$ cat src/rtl/dmem_arbiter.sv
// rtl/dmem_arbiter.sv - two-port arbiter and access sequencer for the 16-bit data memory
`timescale 1ns/1ps
module dmem_arbiter #(
   parameter int ADDR_BITS = 5,
   parameter int ARB_MODE  = 0
) (
   input  logic        clk,
   input  logic        rst_n,

   input  logic        cpu_req,
   input  logic        cpu_we,
   input  logic [15:0] cpu_addr,
   input  logic [15:0] cpu_wdata,
   output logic        cpu_ack,
   output logic [15:0] cpu_rdata,
   output logic        cpu_err,
   output logic        cpu_stall,

   input  logic        dbg_req,
   input  logic        dbg_we,
   input  logic [15:0] dbg_addr,
   input  logic [15:0] dbg_wdata,
   output logic        dbg_ack,
   output logic [15:0] dbg_rdata,
   output logic        dbg_err,

   output logic        mem_rd,
   output logic        mem_wr,
   output logic [15:0] mem_addr,
   output logic [15:0] mem_wdata,
   input  logic [15:0] mem_rdata
);

   // Address bits above the implemented word range; any one set is a range error.
   localparam logic [15:0] HI_MASK = 16'(~((32'd1 << ADDR_BITS) - 32'd1));

   typedef enum logic [2:0] {
      S_IDLE      = 3'd0,
      S_WR        = 3'd1,
      S_RD_SETUP  = 3'd2,
      S_RD_STROBE = 3'd3,
      S_DONE      = 3'd4
   } state_t;

   // Port id encoding used for the grant/last-grant registers: 0 = cpu, 1 = dbg.
   state_t      r_state;
   state_t      w_state_nxt;
   logic        r_id;
   logic        r_last_grant;

   logic        r_mem_rd;
   logic        r_mem_wr;
   logic [15:0] r_mem_addr;
   logic [15:0] r_mem_wdata;
   logic        r_cpu_ack;
   logic        r_dbg_ack;
   logic        r_cpu_err;
   logic        r_dbg_err;
   logic [15:0] r_cpu_rdata;
   logic [15:0] r_dbg_rdata;

   logic        w_any;
   logic        w_pick_dbg;
   logic        w_sel_we;
   logic [15:0] w_sel_addr;
   logic [15:0] w_sel_wdata;
   logic        w_range_err;
   logic        w_start;
   logic        w_grant_id;

   logic        w_mem_rd_nxt;
   logic        w_mem_wr_nxt;
   logic [15:0] w_mem_addr_nxt;
   logic [15:0] w_mem_wdata_nxt;
   logic        w_done_nxt;
   logic        w_err_nxt;
   logic        w_cpu_ack_nxt;
   logic        w_dbg_ack_nxt;
   logic        w_cpu_err_nxt;
   logic        w_dbg_err_nxt;
   logic [15:0] w_cpu_rdata_nxt;
   logic [15:0] w_dbg_rdata_nxt;
   logic        w_last_grant_nxt;

   assign w_any = cpu_req | dbg_req;

   // Winner selection and request mux; only meaningful while IDLE samples.
   always_comb begin
      if (ARB_MODE == 1) begin
         w_pick_dbg = dbg_req & ~cpu_req;
      end else begin
         // On a tie the port that did not get the last grant wins.
         w_pick_dbg = dbg_req & (~cpu_req | ~r_last_grant);
      end
      w_sel_we    = w_pick_dbg ? dbg_we    : cpu_we;
      w_sel_addr  = w_pick_dbg ? dbg_addr  : cpu_addr;
      w_sel_wdata = w_pick_dbg ? dbg_wdata : cpu_wdata;
      w_range_err = |(w_sel_addr & HI_MASK);
   end

   assign w_start    = (r_state == S_IDLE) & w_any;
   assign w_grant_id = w_start ? w_pick_dbg : r_id;

   // Next-state logic: out-of-range accesses skip straight to DONE.
   always_comb begin
      w_state_nxt = r_state;
      case (r_state)
         S_IDLE: begin
            if (w_any) begin
               if (w_range_err) begin
                  w_state_nxt = S_DONE;
               end else if (w_sel_we) begin
                  w_state_nxt = S_WR;
               end else begin
                  w_state_nxt = S_RD_SETUP;
               end
            end
         end
         S_WR:        w_state_nxt = S_DONE;
         S_RD_SETUP:  w_state_nxt = S_RD_STROBE;
         S_RD_STROBE: w_state_nxt = S_DONE;
         S_DONE:      w_state_nxt = S_IDLE;
         default:     w_state_nxt = S_IDLE;
      endcase
   end

   // Next values of every registered output, decoded from the next state so the
   // memory controls come straight off flops and never glitch.
   always_comb begin
      w_mem_rd_nxt    = (w_state_nxt == S_RD_STROBE);
      w_mem_wr_nxt    = (w_state_nxt == S_WR);
      w_mem_addr_nxt  = r_mem_addr;
      w_mem_wdata_nxt = r_mem_wdata;
      if (w_start && !w_range_err) begin
         w_mem_addr_nxt = w_sel_addr;
         if (w_sel_we) begin
            w_mem_wdata_nxt = w_sel_wdata;
         end
      end

      w_done_nxt    = (w_state_nxt == S_DONE);
      w_cpu_ack_nxt = w_done_nxt & ~w_grant_id;
      w_dbg_ack_nxt = w_done_nxt &  w_grant_id;

      // DONE is entered directly from IDLE only on a range error.
      w_err_nxt     = w_start & w_range_err;
      w_cpu_err_nxt = w_err_nxt & ~w_grant_id;
      w_dbg_err_nxt = w_err_nxt &  w_grant_id;

      // Read data registers hold between accesses; a range error returns zero.
      w_cpu_rdata_nxt = r_cpu_rdata;
      w_dbg_rdata_nxt = r_dbg_rdata;
      if (w_done_nxt && !w_grant_id) begin
         if (w_err_nxt) begin
            w_cpu_rdata_nxt = '0;
         end else if (r_state == S_RD_STROBE) begin
            w_cpu_rdata_nxt = mem_rdata;
         end
      end
      if (w_done_nxt && w_grant_id) begin
         if (w_err_nxt) begin
            w_dbg_rdata_nxt = '0;
         end else if (r_state == S_RD_STROBE) begin
            w_dbg_rdata_nxt = mem_rdata;
         end
      end

      w_last_grant_nxt = w_start ? w_pick_dbg : r_last_grant;
   end

   // State and output registers; reset aborts any access in flight.
   always_ff @(posedge clk or negedge rst_n) begin
      if (!rst_n) begin
         r_state      <= S_IDLE;
         r_id         <= 1'b0;
         r_last_grant <= 1'b1;
         r_mem_rd     <= 1'b0;
         r_mem_wr     <= 1'b0;
         r_mem_addr   <= '0;
         r_mem_wdata  <= '0;
         r_cpu_ack    <= 1'b0;
         r_dbg_ack    <= 1'b0;
         r_cpu_err    <= 1'b0;
         r_dbg_err    <= 1'b0;
         r_cpu_rdata  <= '0;
         r_dbg_rdata  <= '0;
      end else begin
         r_state      <= w_state_nxt;
         r_id         <= w_grant_id;
         r_last_grant <= w_last_grant_nxt;
         r_mem_rd     <= w_mem_rd_nxt;
         r_mem_wr     <= w_mem_wr_nxt;
         r_mem_addr   <= w_mem_addr_nxt;
         r_mem_wdata  <= w_mem_wdata_nxt;
         r_cpu_ack    <= w_cpu_ack_nxt;
         r_dbg_ack    <= w_dbg_ack_nxt;
         r_cpu_err    <= w_cpu_err_nxt;
         r_dbg_err    <= w_dbg_err_nxt;
         r_cpu_rdata  <= w_cpu_rdata_nxt;
         r_dbg_rdata  <= w_dbg_rdata_nxt;
      end
   end

   assign mem_rd    = r_mem_rd;
   assign mem_wr    = r_mem_wr;
   assign mem_addr  = r_mem_addr;
   assign mem_wdata = r_mem_wdata;
   assign cpu_ack   = r_cpu_ack;
   assign cpu_err   = r_cpu_err;
   assign cpu_rdata = r_cpu_rdata;
   assign dbg_ack   = r_dbg_ack;
   assign dbg_err   = r_dbg_err;
   assign dbg_rdata = r_dbg_rdata;

   // The pipeline freezes for as long as its request is outstanding.
   assign cpu_stall = cpu_req & ~r_cpu_ack;

endmodule
$ cat config.mk
export PLATFORM = sky130hd
export DESIGN_NAME = dmem_arbiter
export DESIGN_NICKNAME = d
export VERILOG_FILES = /design/src/rtl/dmem_arbiter.sv
export SDC_FILE = /design/constraint.sdc
export NUM_CORES = 1
export LEC_CHECK = 0
export CORE_MARGIN = 2
export CORE_UTILIZATION = 44
export CTS_CLUSTER_SIZE = 12
export DETAILED_ROUTE_END_ITERATION = 10
export PLACE_DENSITY_LB_ADDON = 0.1
export SKIP_CTS_REPAIR_TIMING = 1
export SYNTH_ARGS = -nofsm -noshare
export SYNTH_HDL_FRONTEND = slang
export SYNTH_SLANG_ARGS = --single-unit
$ cat constraint.sdc
create_clock -name clk -period 3.5 [get_ports clk]
set_clock_uncertainty 0.05 [all_clocks]
set_input_delay 0.7 -clock clk [delete_from_list [all_inputs] [get_ports clk]]
set_output_delay 0.7 -clock clk [all_outputs]
set_load 0.005 [all_outputs]
==> flow_summary.ini, run 1 <==
[status]
outcome = complete, no violations

[floorplan]
io_pins = 157
die-area_um2 = 8100
dieWidth_um = 90.0
floorplan.initialDensity_pct = 45.1
core_um2 = 7210
die_y_um = 90.0
fp-row-count = 31

[routing]
routed_via_density = 4.90
vias = 2632
ant_nets = 0
drtIter0Drc = 72
drc = 0
firstDrtPassIters = 4
wirelength_mm = 8.05
wl_per_cell_um = 15.0

[clock_network]
cts_tree = built
clock_latency_ps = 320
path_clk_slew_ps = 70
cts_buffers = 9
clock-sinks = 75
clockBufferDepth = 2
cts-htree-levels = 3
root_buffer = clkbuf_8

[job]
maxCapViolations = 0

[power_and_ir_drop]
ir_worst_vdd_mv = 0.201
power.leakage_nw = 2.18
powerDensity_nw_per_um2 = 349

[setup_path]
startpoint_type = input pin
r2r_slack_ps = 1240
timing.rr.end = mem_addr[1]
worstSetupPathType = input pin to primary output
cp_common_cell = clkdlybuf4s50_1
endpoint_kind = primary output
reg2reg_from = r_last_grant
cp_slowest_cell = clkdlybuf4s50_1
crit_path_max_fanout = 5
cp_data_arrival_time_ps = 1920
crit_chain = clkdlybuf4s50_1 > nor2b_1 > clkdlybuf4s50_1
cp_slowest_stage_delay_ps = 560
cp.required_ps = 2750
reg2reg_depth = 5

[timing]
hold_violations = 0
max_slew.worst_pin.slew_ps = 916
finalSetupViolations = 0
maxSlewHeadroom_pct = 38.9
period_share_pct = 76.3
fin_crit_ps = 2670
finalSetupTns_ps = 0
fmax_mhz = 375
maxSlewViolCount = 0
rsz0062_at_grt = no

[yosys]
yosys.area_share.simple_pct = 15.0
synth-xor-area-share_pct = 0
syn_nets = 364
synth_top_family_by_area = multiplexers
avgSynthCellArea_um2 = 11.7
synth-seq-cells = 75
synthMuxAreaShare_pct = 16.2
synthesis.area_um2 = 3250
ys_warn_count = 0
seq_area_frac_synth_pct = 57.7
synth_fa_ha_area_share_pct = 0
ys_types = 38
synth_compound_area_share_pct = 8.46
netlist_instances = 278

[global_route]
grt_usage_pct = 20.2
grt_pass1_vias = 2663
grt-ovfl-total = 0
grt_max_degree = 76
grt_pass1_wl_mm = 13.0
antenna_found_initial = 0

[finish]
nFillCells = 556
diodes = 0
nNetsFinal = 520
drive_gt1_share_pct = 16.7
final_cells = 537
area_growth_pct = 56.0
utilization_pct = 70.4

[hold_path]
hold_class = input pin to async pin

[placement]
dp_hpwl_mm = 5.95
port_buffers = 156
gp_congestion = 0.792
post-place-cells = 522
layer usage:
| layer | GRT usage (%) | up-vias | part of all wire, % |
|---|---|---|---|
| met4 | 6.92 | 0 | 1.7 |
| met5 | 0 | - | 0 |
| met3 | 5.70 | 12 | 7.5 |
| met1 | 23.8 | 1267 | 39 |
| li1 | - | 1258 | - |
| met2 | 35.6 | 95 | 52 |
cells in the final DEF (no fill, tap or decap), types with 2 or more instances in the layout:
cell type        count
mux2_2              34
o21ai_1              4
clkinv_2             2
nor2_1               2
clkbuf_8             9
dfrtp_1             74
and3_1               2
nor3_1               2
a211oi_1             2
nor4_2               3
clkdlybuf4s50_1    155
nand2_1             64
mux2_4               9
o21a_1               2
nor2b_1             13
inv_6                2
buf_4                5
o21ai_0             30
nand3b_1             2
cell families (layout without fill, tap and decap cells):
family / after synthesis / in the layout
flops: 75 / 75
buf+inv: 16 / 176
compound gates: 46 / 46
mux: 44 / 44
simple gates: 97 / 97
metrics by stage:
step / setup WS, ps / area [µm²] / hold slack [ps] / total power (W)
final: 831 / 5080 / 447 / 0.00177
after global routing: 587 / 5080 / 474 / 0.00185
after CTS: 817 / 5080 / 462 / 0.00179
after detailed placement: 469 / 4890 / 435 / 0.00116
after global placement: 502 / 4890 / 432 / 0.00115
after floorplan: 1100 / 3250 / 354 / 0.00100
state kept, by name, indices dropped and copies added, names as in the netlist:
register,cells
dbg_err,1
cpu_rdata,16
dbg_rdata,16
mem_addr,16
r_id,1
mem_wdata,16
cpu_err,1
cpu_ack,1
mem_wr,1
r_state,3
mem_rd,1
r_last_grant,1
dbg_ack,1
worst max path at each step:
stage                startpoint             to  slack (ps)  depth (start not counted)
floorplan           dbg_addr[5]  mem_wdata[10]        1100                          5
global placement        dbg_req    mem_addr[1]         500                          5
detailed placement      cpu_req    mem_addr[2]         470                          6
CTS                     cpu_req    mem_addr[1]         820                          6
global route        dbg_addr[5]    mem_addr[1]         590                          5
finish                  cpu_req      cpu_stall         830                          3
power by group:
group | switching, W | internal [W]
Combinational | 0.0000903 | 0.000152
Sequential | 0.0000121 | 0.000884
Clock | 0.000307 | 0.000328
Total | 0.000409 | 0.00136
worst max-delay path: cells and delay by family:
family	cells	cell delay (ps)
buf+inv	2	1070
simple gates	1	150
area by class of cell:
cell class              instances  area [µm²]  share of cell area, %
flip-flops and latches         75        1880                   37.0
multi-input cells             187        1290                   25.5
clock buffers                   9         124                   2.44
clock inverters                 6        65.1                   1.28
well taps                      99         124                   2.44
inverters                       1        3.75                 0.0739
repair buffers                160        1590                   31.3
Yosys cell counts (all sizes together):
library cell | instances | share of area (%)
nor3 | 3 | 0.62
dfrtp | 74 | 57
dfstp | 1 | 0.81
and3 | 2 | 0.38
nor2b | 13 | 2.5
nor4 | 4 | 1.3
a21o | 1 | 0.23
a31oi | 1 | 0.19
nand3 | 1 | 0.15
nand2b | 1 | 0.19
nor2 | 2 | 0.23
a22o | 1 | 0.27
and2 | 1 | 0.19
nand3b | 2 | 0.46
mux2 | 43 | 16
inv | 1 | 0.12
and3b | 1 | 0.27
a21oi | 2 | 0.42
clkbuf | 11 | 1.3
buf | 4 | 1.2
nor3b | 1 | 0.38
o21a | 2 | 0.46
nand4b | 1 | 0.73
mux2i | 1 | 0.31
nand2 | 64 | 7.4
nand4 | 1 | 0.19
a211oi | 3 | 1.1
o21ai | 34 | 5.2
a21boi | 1 | 0.35
a22oi | 1 | 0.23
Note: power is estimated with default switching activity, not from simulation.
==> run 2, diff against run 1 <==
--- a/config.mk
+++ b/config.mk
@@ -6,7 +6,7 @@
 export NUM_CORES = 1
 export LEC_CHECK = 0
 export CORE_MARGIN = 2
-export CORE_UTILIZATION = 44
+export CORE_UTILIZATION = 41
 export CTS_CLUSTER_SIZE = 12
 export DETAILED_ROUTE_END_ITERATION = 10
 export PLACE_DENSITY_LB_ADDON = 0.1
==> constraint.sdc (replaced) <==
create_clock -name clk -period 2.8 [get_ports clk]
set_clock_uncertainty 0.05 [all_clocks]
set_input_delay 0.56 -clock clk [delete_from_list [all_inputs] [get_ports clk]]
set_output_delay 0.56 -clock clk [all_outputs]
set_load 0.005 [all_outputs]
==> flow_summary.ini, run 2 (synthesis gave the netlist of run 1 again) <==
[setup_path]
crit_start = cpu_addr[5]
path_depth = 6
worstSetupPathType = input pin to flop
critical_path_buf_inv_count = 2
reg2reg_from = r_last_grant
cp.required_ps = 2980
crit_chain = clkdlybuf4s50_1 > nor4_2 > buf_4 > nand4b_4 > a21oi_2 > mux2_2
reg2reg_depth = 4
cp_slowest_cell = a21oi_2
r2r_slack_ps = 710
cp_data_arrival_time_ps = 2630
cp_top_family = compound AO/OA/AOI/OAI gates
cp_slowest_stage_delay_ps = 670
endpoint_kind = flop
startpoint_type = input pin
crit_path_max_fanout = 16
timing.rr.end = mem_addr[4]

[clock_network]
cts_tree = built
root_buffer = clkbuf_8
cts_buffers = 9
path_clk_slew_ps = 80
cts-htree-levels = 3
clock_latency_ps = 340
clock-sinks = 75
clockBufferDepth = 2

[job]
maxCapViolations = 0

[finish]
area_growth_pct = 59.2
drive_gt1_share_pct = 18.5
nNetsFinal = 529
diodes = 0
final_cells = 550
final_common_cell = clkdlybuf4s50_1
final_cell_mix = 155 x clkdlybuf4s50_1, 74 x dfrtp_1, 64 x nand2_1

[routing]
vias = 2641
firstDrtPassIters = 4
drc = 0
wl_per_cell_um = 15.1
wirelength_mm = 8.33
ant_nets = 0
drtIter0Drc = 63
routed_via_density = 4.80

[timing]
maxSlewHeadroom_pct = 39.2
period_share_pct = 87.5
maxSlewViolCount = 0
rsz0062_at_grt = no
finalSetupViolations = 0
max_slew.worst_pin.slew_ps = 913
fin_crit_ps = 2450
hold_violations = 0
worst_hold_slack_ps = 290
fmax_mhz = 408

[power_and_ir_drop]
p_int_w = 0.00173
clkPwrFrac_pct = 37.5
combPwrFrac_pct = 13.7
ir_worst_vdd_mv = 0.269
power.leakage_nw = 2.24
power_frac_seq_pct = 48.8
p_sw_w = 0.000563
swShare_pct = 24.5
powerDensity_nw_per_um2 = 443

[floorplan]
die_y_um = 93.1
io_pins = 157
die-area_um2 = 8660
fp-row-count = 32
core_um2 = 7690
floorplan.initialDensity_pct = 42.3
dieWidth_um = 93.1

[placement]
gp_congestion = 0.783
post-place-cells = 534
port_buffers = 156
dp_hpwl_mm = 6.25

[global_route]
grt-ovfl-total = 0
grt_usage_pct = 20.5
grt_pass1_vias = 2815
antenna_found_initial = 0
grt_pass1_wl_mm = 13.7
grt_max_degree = 76

[hold_path]
hold_class = input pin to async pin

[status]
outcome = complete, no violations
[run 2: worst register-to-register path, cell delays in order (launching register included)]
cell and delay, ps:
dfstp_2 390, a21boi_2 190, nand4_1 230, a21oi_2 700, mux2_2 410
[run 2: stage by stage]
stage               setup TNS (ps)  setup slack [ps]  total power (W)  instance area, µm²  utilization (%)
detailed placement            -308             -69.6          0.00146                4970             64.7
global placement                 0              39.4          0.00145                4970             64.7
floorplan                        0               545          0.00125                3250                -
finish                           0               349          0.00229                5180             67.4
global route                     0               196          0.00240                5180             67.4
CTS                              0               296          0.00231                5180             67.4
[run 2: worst max path at each step]
stage	endpoint	slack, ps
after floorplan	mem_wdata[10]	540
after global routing	mem_addr[1]	200
after global placement	mem_addr[3]	40
final	mem_addr[4]	350
after CTS	mem_addr[4]	300
after detailed placement	mem_addr[4]	-70
[run 2: per-layer routing]
| metal | GRT usage (%) | vias up | part of all wire [%] |
|---|---|---|---|
| met1 | 24.8 | 1255 | 40 |
| li1 | - | 1278 | - |
| met3 | 6.53 | 7 | 7.7 |
| met2 | 34.8 | 101 | 52 |
| met4 | 6.74 | 0 | 0.97 |
| met5 | 0 | - | 0 |
[run 2: final cells by class]
cell class,count,area [µm²]
Fill cell,628,2510
Sequential cell,75,1880
Timing Repair Buffer,169,1670
Multi-Input combinational cell,187,1290
Tap cell,102,128
Clock buffer,9,124
Clock inverter,7,82.6
Inverter,1,3.75
[run 2: power groups by stage]
stage / Combinational, W / Clock, W / Sequential, W
4_1_cts: 0.000318 / 0.000877 / 0.00112
5_1_grt: 0.000339 / 0.000935 / 0.00112
6_report: 0.000313 / 0.000861 / 0.00112
3_5_place_dp: 0.000317 / 0 / 0.00114
3_3_place_gp: 0.000313 / 0 / 0.00114
2_1_floorplan: 0.000113 / 0 / 0.00114
==> run 3, diff against run 2 <==
--- a/config.mk
+++ b/config.mk
@@ -5,9 +5,8 @@
 export SDC_FILE = /design/constraint.sdc
 export NUM_CORES = 1
 export LEC_CHECK = 0
-export CORE_MARGIN = 2
 export CORE_UTILIZATION = 41
-export CTS_CLUSTER_SIZE = 12
+export CTS_CLUSTER_SIZE = 30
 export DETAILED_ROUTE_END_ITERATION = 10
 export PLACE_DENSITY_LB_ADDON = 0.1
 export SKIP_CTS_REPAIR_TIMING = 1
==> flow_summary.ini, run 3 (synthesis gave the netlist of run 1 again) <==
[finish]
final_common_cell = clkdlybuf4s50_1
drive_gt1_share_pct = 17.6
final_cell_mix = 155 x clkdlybuf4s50_1, 74 x dfrtp_1, 64 x nand2_1
final_cell_area_um2 = 5150
area_growth_pct = 58.4
nNetsFinal = 525
diodes = 0
final_cells = 545

[global_route]
grt-ovfl-total = 0
grt_pass1_wl_mm = 13.4
antenna_found_initial = 0
grt_usage_pct = 20.6
grt_pass1_vias = 2793
grt_max_degree = 76

[power_and_ir_drop]
total_power_w = 0.00231
ir_worst_vdd_mv = 0.252
power.leakage_nw = 2.22
powerDensity_nw_per_um2 = 449

[setup_path]
endpoint_kind = primary output
startpoint_type = input pin
cp_data_arrival_time_ps = 1840
worstSetupPathType = input pin to primary output
cp.required_ps = 2190
crit_path_max_fanout = 4

[floorplan]
die_y_um = 91.1
dieWidth_um = 91.1
io_pins = 157
fp-row-count = 32
floorplan.initialDensity_pct = 42.3
die-area_um2 = 8290
core_um2 = 7690

[placement]
place_area_um2 = 4940
port_buffers = 156
post-place-cells = 530
dp_hpwl_mm = 5.79
gp_congestion = 0.761

[clock_network]
root_buffer = clkbuf_8
cts-htree-levels = 3
clock_latency_ps = 330
cts_tree = built
clock-sinks = 75
cts_buffers = 9
clockBufferDepth = 2
path_clk_slew_ps = 70

[timing]
finalSetupViolations = 0
finalSetupTns_ps = 0
fin_crit_ps = 2450
maxSlewViolCount = 0
period_share_pct = 87.4
rsz0062_at_grt = no
max_slew.worst_pin.slew_ps = 918
maxSlewHeadroom_pct = 38.8
hold_violations = 0
fmax_mhz = 409

[routing]
wirelength_mm = 7.80
firstDrtPassIters = 4
drc = 0
routed_via_density = 4.78
vias = 2603
wl_per_cell_um = 14.3
drtIter0Drc = 99
ant_nets = 0

[status]
outcome = complete, no violations

[job]
maxCapViolations = 0

[hold_path]
hold_class = input pin to async pin
run 3: changes by cell type in the layout (fill, tap and decap cells not counted), sizes merged:
cell      delta
clkinvlp     +1
buf          -4
bufinv       +1
inv          -3
run 3: final cells by class:
cell class                      count  area [µm²]
Multi-Input combinational cell    187        1290
Fill cell                         616        2530
Inverter                            1        3.75
Clock inverter                      6        88.8
Clock buffer                        9         124
Timing Repair Buffer              165        1640
Tap cell                          102         128
Sequential cell                    75        1880
run 3: critical path: stages:
cell and delay [ps]:
clkdlybuf4s50_1 510, buf_4 140, nor2b_1 130, clkdlybuf4s50_1 500
run 3: layer usage:
layer  global-route usage (%)  routed length [µm]  vias up
li1                         -                   -     1265
met1                     25.6                3240     1241
met2                     33.2                3900       89
met3                     7.29                 562        8
met4                     7.14                  93        0
met5                        0                   0        -
run 3: power breakdown:
| group | internal [W] | total, W | switching, W |
|---|---|---|---|
| logic | 0.000194 | 0.000308 | 0.000114 |
| clock network | 0.000498 | 0.000886 | 0.000387 |
| registers | 0.00110 | 0.00112 | 0.0000152 |
run 3: worst paths after layout:
check / from / to / slack, ps / depth (start not counted)
hold reg to reg: mem_addr[11] / mem_addr[11] / 460 / 1
hold / removal: rst_n / mem_rd / 310 / 1
setup reg to reg: r_last_grant / mem_addr[1] / 830 / 5
max in group asynchronous: rst_n / mem_addr[1] / 1790 / 1
min in group clk: mem_addr[11] / mem_addr[11] / 460 / 1
setup / recovery: cpu_req / cpu_stall / 350 / 4
run 3: per-stage QoR:
step | hold slack [ps] | util (%) | worst slack [ps]
CTS | 336 | 67.0 | 355
detailed placement | 438 | 64.3 | 121
finish | 310 | 67.0 | 353
floorplan | 214 | - | 545
global route | 375 | 67.0 | 262
global placement | 431 | 64.3 | 185
